<file path="src/rtl/mult_sched_pkg.sv">
// rtl/mult_sched_pkg.sv - shared defaults and types for the multiplier scheduler
package mult_sched_pkg;

  localparam int WIDTH_DEF  = 8;
  localparam int STAGES_DEF = 3;
  localparam int NREQ_DEF   = 4;

  localparam int ID_W   = $clog2(NREQ_DEF);
  localparam int INFL_W = $clog2(STAGES_DEF + 2);

  typedef struct packed {
    logic            valid;
    logic [ID_W-1:0] id;
  } tag_t;

endpackage

</file>
<file path="src/rtl/mult_scheduler_rr_arbiter.sv">
// rtl/mult_scheduler_rr_arbiter.sv - round-robin arbiter with one-hot grant
module rr_arbiter #(
  parameter int NREQ = 4
) (
  input  logic            clk,
  input  logic            reset,
  input  logic [NREQ-1:0] req,
  input  logic            en,
  input  logic            update,
  output logic [NREQ-1:0] grant
);

  localparam int IDB = $clog2(NREQ);

  logic [IDB-1:0] ptr;
  logic [IDB-1:0] win;
  logic [IDB-1:0] idx;
  logic           found;

  // search from the slot after the last winner, wrapping; first active requester wins
  always_comb begin
    grant = '0;
    win   = ptr;
    idx   = '0;
    found = 1'b0;
    for (int k = 1; k <= NREQ; k++) begin
      idx = IDB'((int'(ptr) + k) % NREQ);
      if (!found && en && req[idx]) begin
        grant[idx] = 1'b1;
        win        = idx;
        found      = 1'b1;
      end
    end
  end

  // pointer remembers the last winner so requester 0 goes first out of reset
  always_ff @(posedge clk or posedge reset) begin
    if (reset) begin
      ptr <= IDB'(NREQ - 1);
    end else if (update) begin
      ptr <= win;
    end
  end

endmodule

</file>
<file path="src/rtl/mult_scheduler.sv">
// rtl/mult_scheduler.sv - round-robin issue of operand pairs into a shared pipelined multiplier
module mult_scheduler
  import mult_sched_pkg::*;
#(
  parameter int WIDTH  = WIDTH_DEF,
  parameter int STAGES = STAGES_DEF,
  parameter int NREQ   = NREQ_DEF,
  localparam int IDB   = $clog2(NREQ),
  localparam int CNTB  = $clog2(STAGES + 2)
) (
  input  logic                  clk,
  input  logic                  reset,
  input  logic                  en,
  input  logic [NREQ-1:0]       req_valid,
  output logic [NREQ-1:0]       req_ready,
  input  logic [NREQ*WIDTH-1:0] req_a,
  input  logic [NREQ*WIDTH-1:0] req_b,
  output logic [WIDTH-1:0]      mul_a,
  output logic [WIDTH-1:0]      mul_b,
  input  logic [2*WIDTH-1:0]    mul_product,
  output logic                  rsp_valid,
  output logic [IDB-1:0]        rsp_id,
  output logic [2*WIDTH-1:0]    rsp_product,
  output logic [CNTB-1:0]       inflight,
  output logic                  idle
);

  logic [NREQ-1:0]  grant;
  logic             accept;
  logic [IDB-1:0]   win_id;
  logic [WIDTH-1:0] sel_a;
  logic [WIDTH-1:0] sel_b;

  // tag stage 0 sits alongside the operand register; stage STAGES lines up with mul_product
  logic [STAGES:0]  tag_v;
  logic [IDB-1:0]   tag_id [0:STAGES];

  rr_arbiter #(.NREQ(NREQ)) u_arb (
    .clk    (clk),
    .reset  (reset),
    .req    (req_valid),
    .en     (en),
    .update (accept),
    .grant  (grant)
  );

  assign req_ready = grant;
  assign accept    = |grant;
  assign idle      = (inflight == '0) && !accept;

  // turn the one-hot grant into an index and pick that requester's operands
  always_comb begin
    win_id = '0;
    sel_a  = '0;
    sel_b  = '0;
    for (int i = 0; i < NREQ; i++) begin
      if (grant[i]) begin
        win_id = IDB'(i);
        sel_a  = req_a[i*WIDTH +: WIDTH];
        sel_b  = req_b[i*WIDTH +: WIDTH];
      end
    end
  end

  // issue register: winner's operands, or zeros as a bubble
  always_ff @(posedge clk or posedge reset) begin
    if (reset) begin
      mul_a <= '0;
      mul_b <= '0;
    end else begin
      mul_a <= accept ? sel_a : '0;
      mul_b <= accept ? sel_b : '0;
    end
  end

  // tag shift register, free-running like the multiplier itself
  always_ff @(posedge clk or posedge reset) begin
    if (reset) begin
      tag_v <= '0;
      for (int s = 0; s <= STAGES; s++) tag_id[s] <= '0;
    end else begin
      tag_v     <= {tag_v[STAGES-1:0], accept};
      tag_id[0] <= accept ? win_id : '0;
      for (int s = 1; s <= STAGES; s++) tag_id[s] <= tag_id[s-1];
    end
  end

  // return register: product is only passed through when a live tag matches it
  always_ff @(posedge clk or posedge reset) begin
    if (reset) begin
      rsp_valid   <= 1'b0;
      rsp_id      <= '0;
      rsp_product <= '0;
    end else begin
      rsp_valid   <= tag_v[STAGES];
      rsp_id      <= tag_id[STAGES];
      rsp_product <= tag_v[STAGES] ? mul_product : '0;
    end
  end

  // accepted-but-not-returned count; accept and return on one edge cancel
  always_ff @(posedge clk or posedge reset) begin
    if (reset) begin
      inflight <= '0;
    end else begin
      case ({accept, tag_v[STAGES]})
        2'b10:   inflight <= inflight + CNTB'(1);
        2'b01:   inflight <= inflight - CNTB'(1);
        default: inflight <= inflight;
      endcase
    end
  end

endmodule

</file>
<file path="config.mk">
export PLATFORM = sky130hd
export DESIGN_NAME = mult_scheduler
export DESIGN_NICKNAME = d
export VERILOG_FILES = /design/src/rtl/mult_sched_pkg.sv /design/src/rtl/mult_scheduler_rr_arbiter.sv /design/src/rtl/mult_scheduler.sv
export SDC_FILE = /design/constraint.sdc
export NUM_CORES = 1
export LEC_CHECK = 0
export BUFFER_PORTS_ARGS = -buffer_cell sky130_fd_sc_hd__buf_2
export CORE_MARGIN = 10
export CORE_UTILIZATION = 45
export DETAILED_ROUTE_END_ITERATION = 8
export PLACE_DENSITY = 0.77
export SYNTH_ARGS = -nofsm -noshare
export SYNTH_HDL_FRONTEND = slang
export SYNTH_SLANG_ARGS = --single-unit
</file>
<file path="constraint.sdc">
create_clock -name clk -period 4.55 [get_ports clk]
set_input_delay 0.6825 -clock clk [delete_from_list [all_inputs] [get_ports clk]]
set_output_delay 0.6825 -clock clk [all_outputs]
set_load 0.02 [all_outputs]
</file>
# Yosys cells after proc, flatten, opt, wreduce, memory -nomap -nowiden
# Cells that the tools add are included.
# op_classes
n_addsub	6
magnitude_cmp	8
eq_ne	2
n_mux	43
bitwise_logic	3
n_reduce_logical	21
# op_table
operator	count
$mux 8	10
$mux 16	1
$mux 4	4
$mux 2	7
$logic_and 1x1->1	12
$lt 2x3->1 const B	4
$mux 1	12
$or 4x4->4	3
$bmux 1 s2	4
$demux 1 s2	4
$ge 2x1->1 const B	4
$pmux 3 s2	1
$add 2x1->2 const B	2
$add 2x2->2 const B	2
$logic_not 1->1	4
$reduce_bool 4->1	1
$reduce_or 4->1	1
$add 3x1->3 const B	1
$logic_not 3->1	1
$sub 3x1->3 const B	1
$eq 2x1->1 const B	1
$eq 2x2->1 const B	1
$reduce_and 2->1	1
$reduce_bool 2->1	1
# totals
regBits	52
input_bits	87
wordCells	95

# Longest topological paths before layout
# logic_depth
depth_word	22
ltp_mapped	16

# By module
# Synthesis repeated with hierarchy kept, for this count alone.
# hier_totals
hier_cells	230
hier_area_um2	2671.3
# modules_own_cells
mod	n_inst	cells_per_inst	area_each_um2	seq_area_each_um2
mult_scheduler	1	176	2140.8	1251.2
rr_arbiter	1	54	530.5	52.6

# Worst setup path after synthesis
# No wires, ideal clock.
# synth_path
path_kind	flip-flop to flip-flop
startpoint	register u_arb.ptr[0]
endpoint	register inflight[2]
t_arrival_ns	3.912
slack_ns	0.506
stages_incl_launch_ff	17
path_buffers	3
cell_sequence	dfstp_2 > buf_4 > inv_1 > ha_1 > mux2_2 > o22ai_1 > nand4_1 > and3_1 > buf_4 > inv_2 > nor4_4 > buf_4 > ha_1 > fa_1 > xnor2_1 > nor2_1 > xor2_1
# synth_via
elab_chain_len	20
# synth_lines
element	line_no	source
start, declared	mult_scheduler_rr_arbiter.sv:15	logic [IDB-1:0] ptr;
start signal, assigned	mult_scheduler_rr_arbiter.sv:39	ptr <= IDB'(NREQ - 1);
start signal, assigned	mult_scheduler_rr_arbiter.sv:41	ptr <= win;
parallel branches: the longest is 16 deep, another holds $lt 2x3->1	-	
$mux 4 (*)	mult_scheduler_rr_arbiter.sv:28	if (!found && en && req[idx]) begin
named net req_ready[2]	mult_scheduler.sv:15	output logic [NREQ-1:0] req_ready,
$reduce_or 4->1 (*)	mult_scheduler.sv:48	assign accept = |grant;
$eq 2x1->1 / $eq 2x2->1 (equally long branches)	mult_scheduler.sv:106	case ({accept, tag_v[STAGES]})
$pmux 3 s2 / $reduce_bool 2->1 (equally long branches)	-	
end signal, assigned	mult_scheduler.sv:107	2'b10: inflight <= inflight + CNTB'(1);
end signal, assigned	mult_scheduler.sv:108	2'b01: inflight <= inflight - CNTB'(1);
end signal, assigned	mult_scheduler.sv:109	default: inflight <= inflight;
end, declared	mult_scheduler.sv:24	output logic [CNTB-1:0] inflight,
# Mark *: on every way through the listed nets, which the timed path passes. The select of a mux whose other input is x is not followed.
# A chain may end at the register's enable or synchronous reset.

# Worst setup path after layout
# layout_path
startpoint	register u_arb.ptr[0]
endpoint	output port req_ready[3]
# layout_via
elab_chain_len	17
# layout_lines
element	line_no
parallel branches: the longest is 16 deep, another holds $lt 2x3->1	-
$mux 4 (*)	mult_scheduler_rr_arbiter.sv:28
end, declared	mult_scheduler.sv:15
# Every way passes the cells marked *. The select of a mux whose other input is x is not followed.

==> flow_metrics.tcl <==
set metrics [dict create \
    die_w_um 98.1 \
    ys_ff_latch 52 \
    multi_input_area_mm2 0.00120 \
    drt_iter0_drc 199 \
    die_y_um 98.1 \
    port_buffers 129 \
    drv_cap 0 \
    detail_route.wl_per_cell_um 18.1 \
    synth_area_leaders "dfrtp_1 46%, a221oi_1 5.1%, a311oi_1 5.1%, inv_1 5.1%, nand4_1 4.6%" \
    worst_pin_slew_ns 1.05 \
    grt_pass1_vias 2561 \
    cts_tree "built" \
    wl_mm 8.27 \
    antenna_found_initial 0 \
    synth-edff-count 0 \
    rows 28 \
    drt_first_pass_iters 4 \
    power_density_mw_per_mm2 664 \
    synth_top_area_frac 0.456 \
    setup_viol 0 \
    reg2reg_from "u_arb.ptr[0]" \
    cts.path.max_buffers 2 \
    yosys_most_used_dff "dfrtp_1" \
    min_from "tag_id[0]" \
    start_util 0.463 \
    skew_ns 0.00798 \
    cts.reportedPaths.clkPinSlew_ns 0.10 \
    synthCells 255 \
    total_power_w 0.00237 \
    async_flop_share 1.00 \
    coreArea_mm2 0.00592 \
    grt_max_degree 53 \
    gr-total-overflow 0 \
    finalCriticalPeriod_ns 4.22 \
    final_nets 477 \
    arrival_ns 3.54 \
    drv_slew 0 \
    gp_congestion 0.936 \
    cts_setup_buffers 0 \
    hold_path.class "flop to flop" \
    use_met3 0.0550 \
    clock-sinks 52 \
    htreeDepth 2 \
    vias_per_cell 5.48 \
    layout_commonest_cell "buf_2" \
    vias 2501 \
    busiest_layer "met2" \
    min_period_over_period 0.928 \
    groute.usage.overall 0.162 \
    slew-limit-headroom 0.299 \
    root_buffer "clkbuf_8" \
    layout_common_cells "129 x buf_2, 50 x dfrtp_1, 36 x inv_1" \
    fin_setup_tns_ns 0 \
    layout-area-overhead-vs-synth_pct 30.3 \
    synth_area_mm2 0.00274 \
    cp_data_required_time_ns 3.87 \
    met1_usage 0.208 \
    critical_path.startpoint "u_arb.ptr[0]" \
    numPlacedInstances 448 \
    final.fill_count 513 \
    crit_fanout 37 \
    irDropWorstVdd_uv 387 \
    final_cells 456 \
    syn_area_per_cell_um2 10.8 \
    ys.warnings.count 0 \
    die_area_mm2 0.00962 \
    grt_pass1_wl_mm 13.0 \
    fmax_ghz 0.237 \
    yosysUniqueCellTypes 43 \
    worstSetupEndpointType "primary output" \
    drtAntennaViolNets 0 \
    synth_top_area_cell "dfrtp_1" \
    cts_made_buffers 5 \
    syn-num-nets 352 \
    cts_resized 0 \
    drc 0 \
    synth-seq-area-share 0.475 \
    start_kind "flop" \
    hold_buffers 0 \
    place_hpwl_mm 6.49 \
    regArea_mm2 0.00130 \
    criticalPathCategory "flop to primary output" \
    post-route-util 0.604 \
    clk_latency_ns 0.30 \
    p_leak_nw 1.90 \
    status "completed" \
    io_pins 130 \
    drive_above_1_share 0.433 \
    rsz0062_at_grt "no" \
    antennaDiodeCount 0 \
    grt.met2_usage 0.249 \
    hold_viol_final 0 \
]
## worst max-delay path, stage by stage (launching register included)
cell and delay [ns]:
dfstp_2 0.71, inv_1 0.15, ha_1 0.43, mux2_2 0.36, o22ai_1 0.45, and3_1 0.30
a221o_1 0.22, buf_4 0.37, buf_2 0.25
## kinds of logic after synthesis
logic type / share of synthesized area
muxes: 0.0529
adders and majority gates: 0.0484
DFF: 0.475
buffers and inverters: 0.0867
AOI/OAI and AO/OA: 0.183
and+or+nand+nor: 0.141
xor gates and xnor gates: 0.0128
## layout make-up
type / count / area share
multi-input combinational: 144 / 0.336
sequential: 52 / 0.365
inverter: 39 / 0.0410
timing repair buffer: 138 / 0.200
clock inverter: 3 / 0.0130
tap: 75 / 0.0263
clock buffer: 5 / 0.0193
## final timing paths
kind	end	slack (ns)	cells after the start
hold / removal	rsp_id[0]	0.35	0
setup / recovery	req_ready[3]	0.33	8
min in group asynchronous	mul_b[4]	0.63	2
max in group asynchronous	tag_v[2]	3.27	2
hold reg to reg	rsp_id[0]	0.35	0
setup reg to reg	inflight[2]	0.59	14
## flip-flops by register name, indices dropped and copies added (netlist names)
name / count
u_arb.ptr: 2
tag_id: 8
tag_v: 4
inflight: 3
rsp_valid: 1
mul_b: 8
rsp_id: 2
rsp_product: 16
mul_a: 8
## power by group
part	leakage (nW)	internal (W)	total (W)	switching [W]
Clock	0.0548	0.000166	0.000319	0.000153
Combinational	1.17	0.000540	0.00134	0.000803
Sequential	0.676	0.000618	0.000713	0.0000946
Total	1.90	0.00132	0.00237	0.00105
## metrics by stage
step | hold WS (ns) | cell area [um^2] | setup WS, ns
after floorplan | 0.331 | 2740 | 0.506
after global placement | 0.332 | 3460 | 0.777
after detailed placement | 0.335 | 3460 | 0.642
after CTS | 0.356 | 3570 | 0.304
after global routing | 0.358 | 3570 | 0.139
final | 0.355 | 3570 | 0.326
## per-layer routing
| metal | share of wire | routed length [um] |
|---|---|---|
| met1 | 0.42 | 3470 |
| met2 | 0.45 | 3760 |
| met3 | 0.10 | 868 |
| met4 | 0.020 | 168 |
| met5 | 0 | 0 |
## synthesized netlist by cell type (4+ instances only)
library cell	n
and2_1	16
dfrtp_1	50
inv_1	37
and3_1	4
nand4_1	20
mux2_2	4
nand2_1	5
a221oi_1	16
buf_1	4
buf_2	4
ha_1	9
mux4_2	4
a311oi_1	16
a31oi_1	16
clkbuf_1	9
Note: power is estimated with default switching activity, not from simulation.
